<file path="src/rtl/cmp_share_arbiter.sv">
// Round-robin arbiter sharing one registered unsigned magnitude comparator among NREQ requesters.
// Latency: req sampled in IDLE -> gnt next cycle -> done + flags the cycle after; 3 cycles per compare.
// Backpressure: level requests stay pending until granted; req changes while busy are ignored until IDLE.
module cmp_share_arbiter #(
    parameter int WIDTH = 4,
    parameter int NREQ  = 4
) (
    input  logic                  clk,
    input  logic                  rst_n,
    input  logic [NREQ-1:0]       req,
    input  logic [NREQ*WIDTH-1:0] in1_all,
    input  logic [NREQ*WIDTH-1:0] in2_all,
    output logic [NREQ-1:0]       gnt,
    output logic [NREQ-1:0]       done,
    output logic                  lower,
    output logic                  equal,
    output logic                  greater,
    output logic                  busy
);

    localparam int IW = (NREQ > 1) ? $clog2(NREQ) : 1;
    localparam logic [NREQ-1:0] ONE = NREQ'(1);
    localparam logic [IW-1:0]   LAST = IW'(NREQ - 1);

    typedef enum logic [1:0] {
        IDLE = 2'd0,
        CMP  = 2'd1,
        DONE = 2'd2
    } state_t;

    state_t           state;
    logic [IW-1:0]    rr;
    logic [IW-1:0]    owner;
    logic [IW-1:0]    win;
    logic [WIDTH-1:0] op1;
    logic [WIDTH-1:0] op2;
    logic [WIDTH-1:0] sel1;
    logic [WIDTH-1:0] sel2;

    // Winner is the set request with the smallest wrapped distance from rr.
    function automatic logic [IW-1:0] pick(input logic [NREQ-1:0] r, input logic [IW-1:0] p);
        logic [IW:0]   best_d;
        logic [IW-1:0] best;
        logic [IW:0]   d;
        best_d = '1;
        best   = '0;
        for (int i = 0; i < NREQ; i++) begin
            if (IW'(i) >= p)
                d = {1'b0, IW'(i)} - {1'b0, p};
            else
                d = {1'b0, IW'(i)} + (IW+1)'(NREQ) - {1'b0, p};
            if (r[i] && (d < best_d)) begin
                best_d = d;
                best   = IW'(i);
            end
        end
        return best;
    endfunction

    always_comb begin
        win  = pick(req, rr);
        sel1 = '0;
        sel2 = '0;
        for (int i = 0; i < NREQ; i++) begin
            if (win == IW'(i)) begin
                sel1 = in1_all[i*WIDTH +: WIDTH];
                sel2 = in2_all[i*WIDTH +: WIDTH];
            end
        end
    end

    always_ff @(posedge clk or negedge rst_n) begin
        if (!rst_n) begin
            state   <= IDLE;
            rr      <= '0;
            owner   <= '0;
            op1     <= '0;
            op2     <= '0;
            gnt     <= '0;
            done    <= '0;
            lower   <= 1'b0;
            equal   <= 1'b0;
            greater <= 1'b0;
            busy    <= 1'b0;
        end else begin
            case (state)
                IDLE: begin
                    done <= '0;
                    if (req != '0) begin
                        owner <= win;
                        op1   <= sel1;
                        op2   <= sel2;
                        gnt   <= ONE << win;
                        busy  <= 1'b1;
                        state <= CMP;
                    end else begin
                        gnt <= '0;
                    end
                end
                CMP: begin
                    gnt     <= '0;
                    lower   <= (op1 <  op2);
                    equal   <= (op1 == op2);
                    greater <= (op1 >  op2);
                    done    <= ONE << owner;
                    state   <= DONE;
                end
                DONE: begin
                    done  <= '0;
                    busy  <= 1'b0;
                    rr    <= (owner == LAST) ? '0 : owner + IW'(1);
                    state <= IDLE;
                end
                default: begin
                    gnt   <= '0;
                    done  <= '0;
                    busy  <= 1'b0;
                    state <= IDLE;
                end
            endcase
        end
    end

endmodule

</file>
<file path="config.mk">
export PLATFORM = sky130hd
export DESIGN_NAME = cmp_share_arbiter
export DESIGN_NICKNAME = d
export VERILOG_FILES = /design/src/rtl/cmp_share_arbiter.sv
export SDC_FILE = /design/constraint.sdc
export NUM_CORES = 1
export LEC_CHECK = 0
export ABC_CLOCK_PERIOD_IN_PS = 6560
export CAP_MARGIN = 20
export CORE_MARGIN = 2
export CORE_UTILIZATION = 45
export DETAILED_ROUTE_END_ITERATION = 8
export DONT_BUFFER_PORTS = 1
export GPL_TIMING_DRIVEN = 0
export MAX_ROUTING_LAYER = met4
export PLACE_DENSITY = 0.62
export SLEW_MARGIN = 25
export SYNTH_ARGS = -nofsm -noshare
export SYNTH_HDL_FRONTEND = slang
export SYNTH_SLANG_ARGS = --single-unit
</file>
<file path="constraint.sdc">
create_clock -name clk -period 6.56 [get_ports clk]
set_clock_uncertainty 0.1 [all_clocks]
set_input_delay 1.64 -clock clk [delete_from_list [all_inputs] [get_ports clk]]
set_output_delay 1.64 -clock clk [all_outputs]
set_load 0.05 [all_outputs]
</file>
==> impl_metrics.toml <==
[critical_path]
path_cells = "ha_1 -> nand2b_1 -> o211ai_1 -> buf_2 -> o21ai_1 -> ha_1 -> o211ai_2 -> o2111ai_4 -> mux2_2 -> ha_1 -> and2b_1 -> a311oi_2 -> nor4_1 -> or3_1 -> buf_6 -> o221ai_2"
endpoint_kind = "register"
r2r_cells = 19
r2r_slack_ns = 1.23
critical-path-slowest-cell = "o2111ai_4"
start_kind = "input pin"
cp_slowest_stage_delay_ns = 0.41
startpoint = "req[0]"
cpMostUsedCell = "ha_1"
crit_type = "in2reg"
arrival_ns = 5.83
cp.required_ns = 6.64
cp-endpoint = "op2[2]"
r2r-start = "rr[1]"
crit_path_max_fanout = 10
r2r-end = "op2[2]"

[floorplanning]
die_w_um = 65.5
row_count = 22
dieHeight_um = 65.5
pin_count = 50
dieArea_um2 = 4290
start_util_pct = 46.5
core_area_um2 = 3660

[detailed_routing]
drt-total-wl_um = 3530
dr.pass1.iters = 4
vias = 1234
wl_per_cell_um = 16.3
ant_nets = 0
routed_via_density = 5.69
drc = 0
drtIter0Drc = 36

[clock_tree]
cts_made_buffers = 3
clock_sinks = 26
cts_buffer_depth = 2
cts-resized-gates = 0
clkTransAtPathRegs_ns = 0.09
hold_buffers = 0
cts_tree = "done"
insertion_delay_ns = 0.26
post-cts-setup-buffers = 0
cts-htree-levels = 1
cts_root_buffer = "clkbuf_8"

[place]
dp_hpwl_um = 2790
place_area_um2 = 1760
portBuffers = 0
place.gp.congestion = 0.901
pre_cts_slack_ns = 0.506
placed_cells = 213

[sta]
fin_crit_ns = 5.75
timing.fmax_mhz = 174
rsz0062_at_grt = "no"
setup_viol = 0
slew_viol_final = 0
post-route-period-util_pct = 87.7
maxSlewHeadroom_pct = 67.7
finalSetupTns_ns = 0
worst_pin_slew_ns = 0.484
hold_viol = 0
fin_ws_ns = 0.809

[logic_synthesis]
netlist_area_um2 = 1700
synthesis.nets = 218
ys_seq_area_share_pct = 38.2
synth_area_per_cell_um2 = 10.3
yosys.cell_types.count = 36
ys_seq_elements = 26
synthCells = 165
ys_warn_count = 0

[cells_and_area]
layout.cells.non_filler = 217
syn2layout_area_growth_pct = 6.76
final_area_um2 = 1820
fillers = 353
layout-drive-gt1-share_pct = 16.6
multiInputGateArea_um2 = 946
regArea_um2 = 651
fin_nets = 223
num_antenna_cells = 0

[pwr]
p_sw_w = 0.000465
pwr-share-seq_pct = 38.3
power.internal_w = 0.000503
leakagePower_nw = 0.869
peakVddDrop_mv = 0.213
power_frac_comb_pct = 51.2
total_power_w = 0.000968
power.density_nw_per_um2 = 532
p_sw_share_pct = 48.0
clkPwrFrac_pct = 10.5

[grt]
grt_pass1_wl_um = 5970
antenna_found_initial = 0
grt_pass1_vias = 1303
grt_max_degree = 27
grt_usage_pct = 18.5
grt-ovfl-total = 0

[run_status]
status = "finished, final reports clean"

[job]
maxCapViolations = 0

[min_path]
hold_path_class = "reg2reg"
[critical path: cells and delay by family]
family | cells | cell delay [ns]
fa+ha+maj | 3 | 0.99
mux | 1 | 0.39
compound gates | 6 | 1.47
buf+inv | 2 | 0.54
simple gates | 4 | 0.80
[Yosys cell counts]
cell / n / area, µm²
mux2_2: 7 / 78.8
nor2b_1: 3 / 18.8
o211ai_2: 1 / 12.5
o21ai_0: 4 / 20.0
o21ai_1: 6 / 30.0
nand3b_1: 1 / 7.51
ha_1: 15 / 188
buf_6: 1 / 11.3
inv_2: 1 / 3.75
mux2i_1: 8 / 80.1
o221ai_2: 8 / 120
a2bb2oi_1: 4 / 35.0
o211ai_1: 1 / 7.51
inv_1: 21 / 78.8
and2b_1: 1 / 7.51
dfrtp_1: 26 / 651
or3_1: 2 / 12.5
and2_1: 6 / 37.5
nand2_1: 19 / 71.3
buf_2: 1 / 5.00
nand3_1: 3 / 15.0
clkbuf_1: 2 / 7.51
o2111ai_4: 1 / 26.3
o21ai_2: 2 / 17.5
a21boi_1: 1 / 7.51
o21bai_1: 1 / 7.51
a21o_1: 1 / 7.51
a311oi_2: 1 / 15.0
a21oi_1: 2 / 10.0
nor4_1: 2 / 12.5
nor4b_4: 1 / 23.8
o31ai_1: 1 / 7.51
nand2b_1: 3 / 18.8
o2111a_1: 2 / 22.5
nor2_1: 4 / 15.0
nand4_1: 2 / 12.5
[power by group through the flow]
stage / clock, W / combinational [W] / sequential (W)
3_5_place_dp: 0 / 0.000500 / 0.000375
5_1_grt: 0.000111 / 0.000562 / 0.000382
2_1_floorplan: 0 / 0.000408 / 0.000362
6_report: 0.000101 / 0.000496 / 0.000371
4_1_cts: 0.000104 / 0.000502 / 0.000372
3_3_place_gp: 0 / 0.000479 / 0.000373
[placed cells by master, fill, tap and decap left out]
cell type   n
a21boi_1    1
a311oi_2    1
mux2_2      7
o21ai_2     2
buf_2       1
nor4b_4     1
o21ai_1     6
a21oi_1     2
nand2_1    19
or3_1       2
inv_1      21
a21o_1      1
inv_2       1
nand3b_1    1
nor2_1      4
o211ai_1    1
and2b_1     1
o21bai_1    1
o211ai_2    1
clkbuf_8    4
o221ai_2    8
o21ai_0     4
a2bb2oi_1   4
and2_1      6
ha_1       15
o31ai_1     1
mux2i_1     8
o2111ai_4   1
nand3_1     3
nor4_1      2
dfrtp_1    26
nand4_1     2
nand2b_1    3
buf_6       1
clkbuf_1    2
o2111a_1    2
nor2b_1     3
[cell type report]
type	count	share of cell area, %
plain buffers	4	1.31
clock buffers	4	3.03
inverters	22	4.54
multi-input cells	113	52.0
flip-flops and latches	26	35.8
well taps	48	3.30
[logic make-up after synthesis]
group,after synthesis,share of synthesized area [%]
AOI/OAI and AO/OA,36,20.4
DFF,26,38.2
and+or+nand+nor,47,14.8
adders and majority gates,15,11.0
muxes,15,9.33
buffers and inverters,26,6.25
[sequential cells by signal, indices dropped and copies added (netlist names)]
name,cells
busy,1
op2,4
gnt,4
op1,4
owner,2
state,2
greater,1
lower,1
equal,1
rr,2
done,4
[stage by stage]
| stage | hold slack (ns) | utilization [%] |
|---|---|---|
| 6_report | 0.395 | 49.7 |
| 2_1_floorplan | 0.357 | - |
| 3_5_place_dp | 0.378 | 48.2 |
| 3_3_place_gp | 0.381 | 48.2 |
| 5_1_grt | 0.424 | 49.7 |
| 4_1_cts | 0.399 | 49.7 |
[worst min-delay path by stage]
stage	startpoint	end	cells after the start
floorplan	state[1]	busy	1
global placement	op2[1]	op2[1]	2
detailed placement	op2[1]	op2[1]	2
CTS	op2[1]	op2[1]	2
global route	op1[0]	op1[0]	2
finish	op2[1]	op2[1]	2
[per-layer routing]
layer	track usage [%]	wire (µm)	part of all wire, %
met1	24.5	1580	45
met2	29.7	1620	46
met3	3.08	306	8.7
met4	4.69	25	0.71
met5	-	0	0
Note: power is estimated with default switching activity, not from simulation.
